`src/rtl/mmio_uart_pkg.sv`:
```
// Shared definitions for the memory-mapped UART transmitter: register offsets,
// STATUS bit positions, FSM encoding and the minimum bit time.
package mmio_uart_pkg;

  localparam logic [1:0] OFS_TXDATA  = 2'd0;
  localparam logic [1:0] OFS_STATUS  = 2'd1;
  localparam logic [1:0] OFS_DIVISOR = 2'd2;

  localparam int ST_BUSY  = 0;
  localparam int ST_FULL  = 1;
  localparam int ST_EMPTY = 2;
  localparam int ST_OVF   = 3;
  localparam int ST_PAR   = 4;

  localparam logic [15:0] MIN_DIV = 16'd2;

  typedef enum logic [2:0] {
    S_IDLE   = 3'd0,
    S_START  = 3'd1,
    S_DATA   = 3'd2,
`ifdef UART_TX_PARITY_EN
    S_PARITY = 3'd3,
`endif
    S_STOP   = 3'd4
  } state_e;

  // Divisors below MIN_DIV are clamped so every bit lasts at least two cycles.
  function automatic logic [15:0] eff_div(input logic [15:0] d);
    return (d < MIN_DIV) ? MIN_DIV : d;
  endfunction

endpackage

```
`src/rtl/mmio_uart_tx_fifo.sv`:
```
// Synchronous FIFO for queued TX bytes; push is refused when full, pop when empty.
module sync_fifo #(
  parameter int WIDTH = 8,
  parameter int DEPTH = 8
) (
  input  logic                   clk,
  input  logic                   reset,
  input  logic                   push_i,
  input  logic                   pop_i,
  input  logic [WIDTH-1:0]       wdata_i,
  output logic [WIDTH-1:0]       rdata_o,
  output logic                   full_o,
  output logic                   empty_o,
  output logic [$clog2(DEPTH):0] count_o
);

  localparam int AW = $clog2(DEPTH);
  localparam logic [AW:0]   CNT_ONE = 1;
  localparam logic [AW-1:0] PTR_ONE = 1;
  localparam logic [AW:0]   CNT_MAX = DEPTH;

  logic [WIDTH-1:0] mem_q [DEPTH];
  logic [AW-1:0]    wptr_q, wptr_d, rptr_q, rptr_d;
  logic [AW:0]      count_q, count_d;
  logic             do_push, do_pop;

  assign full_o  = (count_q == CNT_MAX);
  assign empty_o = (count_q == '0);
  assign count_o = count_q;
  assign rdata_o = mem_q[rptr_q];

  assign do_push = push_i && !full_o;
  assign do_pop  = pop_i && !empty_o;

  always_comb begin
    wptr_d  = wptr_q;
    rptr_d  = rptr_q;
    count_d = count_q;
    if (do_push) wptr_d = wptr_q + PTR_ONE;
    if (do_pop)  rptr_d = rptr_q + PTR_ONE;
    case ({do_push, do_pop})
      2'b10:   count_d = count_q + CNT_ONE;
      2'b01:   count_d = count_q - CNT_ONE;
      default: count_d = count_q;
    endcase
  end

  always_ff @(posedge clk or posedge reset) begin
    if (reset) begin
      wptr_q  <= '0;
      rptr_q  <= '0;
      count_q <= '0;
    end else begin
      wptr_q  <= wptr_d;
      rptr_q  <= rptr_d;
      count_q <= count_d;
    end
  end

  // Storage needs no reset: resetting the pointers discards the contents.
  always_ff @(posedge clk) begin
    if (do_push) mem_q[wptr_q] <= wdata_i;
  end

endmodule

```
`src/rtl/mmio_uart_tx.sv`:
```
// Memory-mapped UART transmitter with TX FIFO, 8N1 framing by default.
// Define UART_TX_PARITY_EN to append an even-parity bit (8E1).
module mmio_uart_tx
  import mmio_uart_pkg::*;
#(
  parameter logic [31:0] BASE_ADDR  = 32'h1001_0040,
  parameter logic [15:0] CLK_DIV    = 16'd434,
  parameter int          FIFO_DEPTH = 8
) (
  input  logic        clk,
  input  logic        reset,
  input  logic [31:0] Address,
  input  logic [31:0] WriteData,
  input  logic        MemWrite,
  input  logic        MemRead,
  output logic [31:0] ReadData,
  output logic        Select,
  output logic        TxD,
  output logic        TxEmptyIrq
);

`ifdef UART_TX_PARITY_EN
  localparam logic PAR_EN = 1'b1;
`else
  localparam logic PAR_EN = 1'b0;
`endif

  logic       hit, wr, push_req, ovf_clr, pop, load, tick, busy;
  logic [1:0] offset;
  logic [7:0] fifo_rdata;
  logic       fifo_full, fifo_empty;
  logic [$clog2(FIFO_DEPTH):0] fifo_count;

  state_e      state_q, state_d;
  logic [7:0]  shift_q, shift_d;
  logic [2:0]  bitcnt_q, bitcnt_d;
  logic [15:0] timer_q, timer_d, bitlen_q, bitlen_d, div_q, div_d;
  logic        ovf_q, ovf_d;
`ifdef UART_TX_PARITY_EN
  logic        par_q, par_d;
`endif

  logic unused_bits;
  assign unused_bits = ^{WriteData[31:16], fifo_count};

  assign hit      = (Address[31:4] == BASE_ADDR[31:4]) && (Address[1:0] == 2'b00);
  assign offset   = Address[3:2];
  assign Select   = hit;
  assign wr       = hit && MemWrite;
  assign push_req = wr && (offset == OFS_TXDATA);
  assign ovf_clr  = wr && (offset == OFS_STATUS) && WriteData[ST_OVF];

  sync_fifo #(.WIDTH(8), .DEPTH(FIFO_DEPTH)) u_fifo (
    .clk     (clk),
    .reset   (reset),
    .push_i  (push_req),
    .pop_i   (pop),
    .wdata_i (WriteData[7:0]),
    .rdata_o (fifo_rdata),
    .full_o  (fifo_full),
    .empty_o (fifo_empty),
    .count_o (fifo_count)
  );

  always_comb begin
    ovf_d = ovf_q;
    if (ovf_clr)               ovf_d = 1'b0;
    if (push_req && fifo_full) ovf_d = 1'b1;
    div_d = div_q;
    if (wr && (offset == OFS_DIVISOR)) div_d = WriteData[15:0];
  end

  assign tick = (timer_q == 16'd0);
  assign busy = (state_q != S_IDLE);

  always_comb begin
    state_d  = state_q;
    shift_d  = shift_q;
    bitcnt_d = bitcnt_q;
    timer_d  = timer_q;
    bitlen_d = bitlen_q;
`ifdef UART_TX_PARITY_EN
    par_d    = par_q;
`endif
    load     = 1'b0;
    if (state_q != S_IDLE) timer_d = tick ? (bitlen_q - 16'd1) : (timer_q - 16'd1);
    case (state_q)
      S_IDLE:  load = !fifo_empty;
      S_START: if (tick) begin
        state_d  = S_DATA;
        bitcnt_d = 3'd0;
      end
      S_DATA:  if (tick) begin
        shift_d  = shift_q >> 1;
        bitcnt_d = bitcnt_q + 3'd1;
`ifdef UART_TX_PARITY_EN
        if (bitcnt_q == 3'd7) state_d = S_PARITY;
`else
        if (bitcnt_q == 3'd7) state_d = S_STOP;
`endif
      end
`ifdef UART_TX_PARITY_EN
      S_PARITY: if (tick) state_d = S_STOP;
`endif
      S_STOP:  if (tick) begin
        if (!fifo_empty) load = 1'b1;
        else             state_d = S_IDLE;
      end
      default: state_d = S_IDLE;
    endcase
    // Bit time is latched here so DIVISOR writes only affect later frames.
    if (load) begin
      state_d  = S_START;
      shift_d  = fifo_rdata;
      bitlen_d = eff_div(div_q);
      timer_d  = eff_div(div_q) - 16'd1;
`ifdef UART_TX_PARITY_EN
      par_d    = ^fifo_rdata;
`endif
    end
  end

  assign pop = load;

  always_ff @(posedge clk or posedge reset) begin
    if (reset) begin
      state_q  <= S_IDLE;
      shift_q  <= 8'd0;
      bitcnt_q <= 3'd0;
      timer_q  <= 16'd0;
      bitlen_q <= MIN_DIV;
      div_q    <= CLK_DIV;
      ovf_q    <= 1'b0;
`ifdef UART_TX_PARITY_EN
      par_q    <= 1'b0;
`endif
    end else begin
      state_q  <= state_d;
      shift_q  <= shift_d;
      bitcnt_q <= bitcnt_d;
      timer_q  <= timer_d;
      bitlen_q <= bitlen_d;
      div_q    <= div_d;
      ovf_q    <= ovf_d;
`ifdef UART_TX_PARITY_EN
      par_q    <= par_d;
`endif
    end
  end

  // TxD decodes straight from the state register, so reset drives it high at once.
  always_comb begin
    TxD = 1'b1;
    case (state_q)
      S_START:  TxD = 1'b0;
      S_DATA:   TxD = shift_q[0];
`ifdef UART_TX_PARITY_EN
      S_PARITY: TxD = par_q;
`endif
      default:  TxD = 1'b1;
    endcase
  end

  assign TxEmptyIrq = fifo_empty && !busy;

  always_comb begin
    ReadData = 32'd0;
    if (hit && MemRead) begin
      case (offset)
        OFS_STATUS:  ReadData = {27'd0, PAR_EN, ovf_q, fifo_empty, fifo_full, busy};
        OFS_DIVISOR: ReadData = {16'd0, div_q};
        default:     ReadData = 32'd0;
      endcase
    end
  end

endmodule

```
`config.mk`:
```
export PLATFORM = sky130hd
export DESIGN_NAME = mmio_uart_tx
export DESIGN_NICKNAME = d
export VERILOG_FILES = /design/src/rtl/mmio_uart_pkg.sv /design/src/rtl/mmio_uart_tx_fifo.sv /design/src/rtl/mmio_uart_tx.sv
export SDC_FILE = /design/constraint.sdc
export NUM_CORES = 1
export LEC_CHECK = 0
export ABC_CLOCK_PERIOD_IN_PS = 7080
export BUFFER_PORTS_ARGS = -buffer_cell sky130_fd_sc_hd__buf_2
export CAP_MARGIN = 30
export CORE_MARGIN = 8
export CORE_UTILIZATION = 35
export DETAILED_ROUTE_END_ITERATION = 8
export PLACE_DENSITY = 0.66
export SETUP_SLACK_MARGIN = 0.2
export SLEW_MARGIN = 20
export SYNTH_ARGS = -nofsm -noshare
export SYNTH_HDL_FRONTEND = slang
export SYNTH_SLANG_ARGS = --single-unit
export TNS_END_PERCENT = 1
```
`constraint.sdc`:
```
create_clock -name clk -period 7.08 [get_ports clk]
set_input_delay 1.416 -clock clk [delete_from_list [all_inputs] [get_ports clk]]
set_output_delay 1.416 -clock clk [all_outputs]
set_load 0.01 [all_outputs]
```
==> flow_summary.yaml <==
finish:
  seq_area_um2: 3760
  final_net_count: 709
  instances_no_fill: 876
  finalCoreUtilization: 0.418
  multi_input_area_um2: 2710
  diodes: 0
  areaGrowthSynthToFinish_pct: 17.1
  layout-drive-gt1-share: 0.259
  n_fill_cell: 1720
floorplan:
  die-width_um: 154
  die_h_um: 154
  io_pins: 103
  core_um2: 18700
  initial_core_util: 0.357
  die_area_um2: 23800
  rows: 50
hold_path:
  min_path_type: "flip-flop to flip-flop"
  min_from: "bitlen_q[14]$_DFFE_PP0N_"
  hold_path_depth: 2
  hold_path_end: "bitlen_q[14]$_DFFE_PP0N_"
worst_setup_path:
  end_kind: "output port"
  path_depth: 7
  crit_path_cell_trace: "buf_2, nor4b_1, nand4_1, nor2_1, and3_1, and2_1, buf_2"
  crit_top_cell: "buf_2"
  critPathTopFamily: "simple AND/OR/NAND/NOR gates"
  r2r-start: "timer_q[7]$_DFFE_PP0P_"
  cp.required_ns: 5.66
  critPathKind: "primary input to output port"
  crit_slowest_cell: "and3_1"
  arrival_ns: 3.02
  rr_endpoint: "timer_q[14]$_DFFE_PP0P_"
  path_buf_inv: 2
  rrSetupSlack_ns: 3.40
  start_kind: "primary input"
  slowest_delay_ns: 0.42
  r2r_cells: 12
  crit_fanout: 12
sta:
  setup-violations-final: 0
  max_freq_ghz: 0.226
  relSlewSlack: 0.378
  hold_viol: 0
  skew_ns: 0.0121
  tightest_slew_ns: 0.925
  rsz0062_at_grt: "no"
  finalCritPeriodShare: 0.626
  slew_viol_final: 0
  post-route-min-period_ns: 4.43
  fin_tns_setup_ns: 0
  hold_slack_ns: 0.481
global_routing:
  track_usage: 0.124
  grt_pass1_vias: 4455
  gr-total-overflow: 0
  antenna_found_initial: 0
  grt_first_pass_wirelength_mm: 23.6
  grt_max_degree: 74
yosys:
  ys_warn_count: 0
  syn-instance-count: 559
  yosysUniqueCellTypes: 62
  syn_area_um2: 6680
  yosys.area.top_type_share: 0.288
  synth-async-reset-ratio: 0.533
  ys_top_cells_by_area: "edfxtp_1 29%, dfrtp_1 25%, mux4_2 5.4%"
  synth-edff-count: 64
  ys_ff_latch: 137
  avgSynthCellArea_um2: 12.0
  ys.flop_type: "dfrtp_1"
  seq_area_frac_synth: 0.562
  yosys.area.top_type: "edfxtp_1"
routing:
  ant_nets: 0
  avgViaCountPerCell: 5.14
  first_pass_iters: 5
  dr.first_iter.drc_count: 354
  wl_mm: 14.5
  drc_errors: 0
  vias: 4506
  wl_per_cell_um: 16.5
run:
  maxCapViolCount: 0
placement:
  gp_congestion: 0.823
  dp.cells: 843
  io_buffers: 70
  dpl.hpwl_mm: 10.2
clock_network:
  clk_latency_ns: 0.42
  clockRootBuffer: "clkbuf_16"
  ctsResizeCount: 0
  cts.sinks: 137
  cts_tree: "yes"
  clkTransAtPathRegs_ns: 0.06
  h-tree-depth: 4
  cts_buffers: 17
  post_cts_buffers: 0
  cts_hold_buf: 0
  cts_buffer_depth: 2
power_and_ir_drop:
  p_leak_nw: 3.33
  irDropWorstVdd_v: 0.000162
  power.density_nw_per_um2: 222
status:
  status: "finished, final reports clean"
-- registers in the layout (all words and copies together), names as in the netlist --
register / flops
bitcnt_q: 3
bitlen_q: 16
div_q: 16
ovf_q: 1
shift_q: 8
state_q: 3
timer_q: 16
u_fifo.count_o: 4
u_fifo.mem_q: 64
u_fifo.rptr_q: 3
u_fifo.wptr_q: 3
-- cell type report --
cell class                      count  area share
Sequential cell                   137       0.480
Clock inverter                     13      0.0171
Inverter                           14     0.00704
Timing Repair Buffer               77      0.0557
Multi-Input combinational cell    382       0.346
Clock buffer                       19      0.0566
Tap cell                          234      0.0374
-- where the power goes --
group / internal [mW] / total, mW / leakage, nW / switching, mW
combinational: 0.0193 / 0.0458 / 1.49 / 0.0265
clock: 0.502 / 0.851 / 0.279 / 0.348
sequential: 0.835 / 0.842 / 1.56 / 0.00655
-- metal layers --
metal,share of wire,GRT usage,wire length (µm)
met5,0,0,0
met4,0.015,0.0485,214
met3,0.056,0.0266,816
met2,0.47,0.198,6800
met1,0.46,0.163,6630
-- placed cells by master (no fill, tap or decap), types with 6 or more instances in the layout --
cell and count:
a211oi_1 7, xnor2_1 11, inv_1 11, and2_1 13, a21oi_1 23, mux4_2 16, a221o_1 6, nand2_1 75
nand4_1 6, conb_1 16, ha_1 11, mux2_2 19, o21ai_0 17, nor2_1 47, mux2i_1 13, buf_2 70
edfxtp_1 64, nor3_1 12, xor2_1 8, dfrtp_1 67, clkbuf_16 17, dfstp_2 6, nor4_1 12
-- Yosys cell counts (6+ instances only) --
| library cell | n |
|---|---|
| inv_1 | 12 |
| mux4_2 | 16 |
| nor3_1 | 12 |
| clkbuf_1 | 17 |
| a221o_1 | 6 |
| xnor2_1 | 11 |
| o21ai_0 | 17 |
| nand4_1 | 6 |
| nor2_1 | 47 |
| ha_1 | 11 |
| dfstp_2 | 6 |
| dfrtp_1 | 67 |
| nor4_1 | 12 |
| buf_4 | 16 |
| nand2_1 | 75 |
| mux2_2 | 19 |
| and2_1 | 13 |
| edfxtp_1 | 64 |
| xor2_1 | 8 |
| a211oi_1 | 7 |
| mux2i_1 | 13 |
| a21oi_1 | 23 |
-- through the flow --
| step | power [mW] | cell area [µm²] | setup slack (ns) |
|---|---|---|---|
| final | 1.74 | 7820 | 2.65 |
| after global routing | 1.79 | 7820 | 2.46 |
| after CTS | 1.75 | 7800 | 2.61 |
| after detailed placement | 0.903 | 7230 | 2.62 |
| after global placement | 0.901 | 7200 | 2.62 |
| after floorplan | 0.883 | 6740 | 2.97 |
-- worst max path at each step --
stage,from,to,slack [ns]
floorplan,Address[29],ReadData[10],2.97
global placement,Address[15],ReadData[6],2.62
detailed placement,Address[15],ReadData[8],2.62
CTS,Address[15],ReadData[6],2.61
global route,Address[15],ReadData[6],2.46
finish,Address[15],ReadData[6],2.65
-- cell families after synthesis --
logic type	Yosys count	synth area share
and+or+nand+nor	202	0.148
DFF	137	0.562
AOI/OAI and AO/OA	85	0.0942
buffers and inverters	55	0.0410
muxes	48	0.105
xor gates and xnor gates	19	0.0249
adders and majority gates	12	0.0236
other	1	0.000561
-- worst reg2reg max path, cell delays in order, from the launching register on --
cell	delay, ns
dfrtp_1	0.40
nor4_1	0.56
and4_1	0.59
a21oi_4	0.12
buf_4	0.32
nor3_1	0.29
a21o_1	0.12
ha_1	0.28
and4b_1	0.23
a31o_2	0.18
nand3_2	0.09
xor2_1	0.15
mux2_2	0.26
Note: power is estimated with default switching activity, not from simulation.
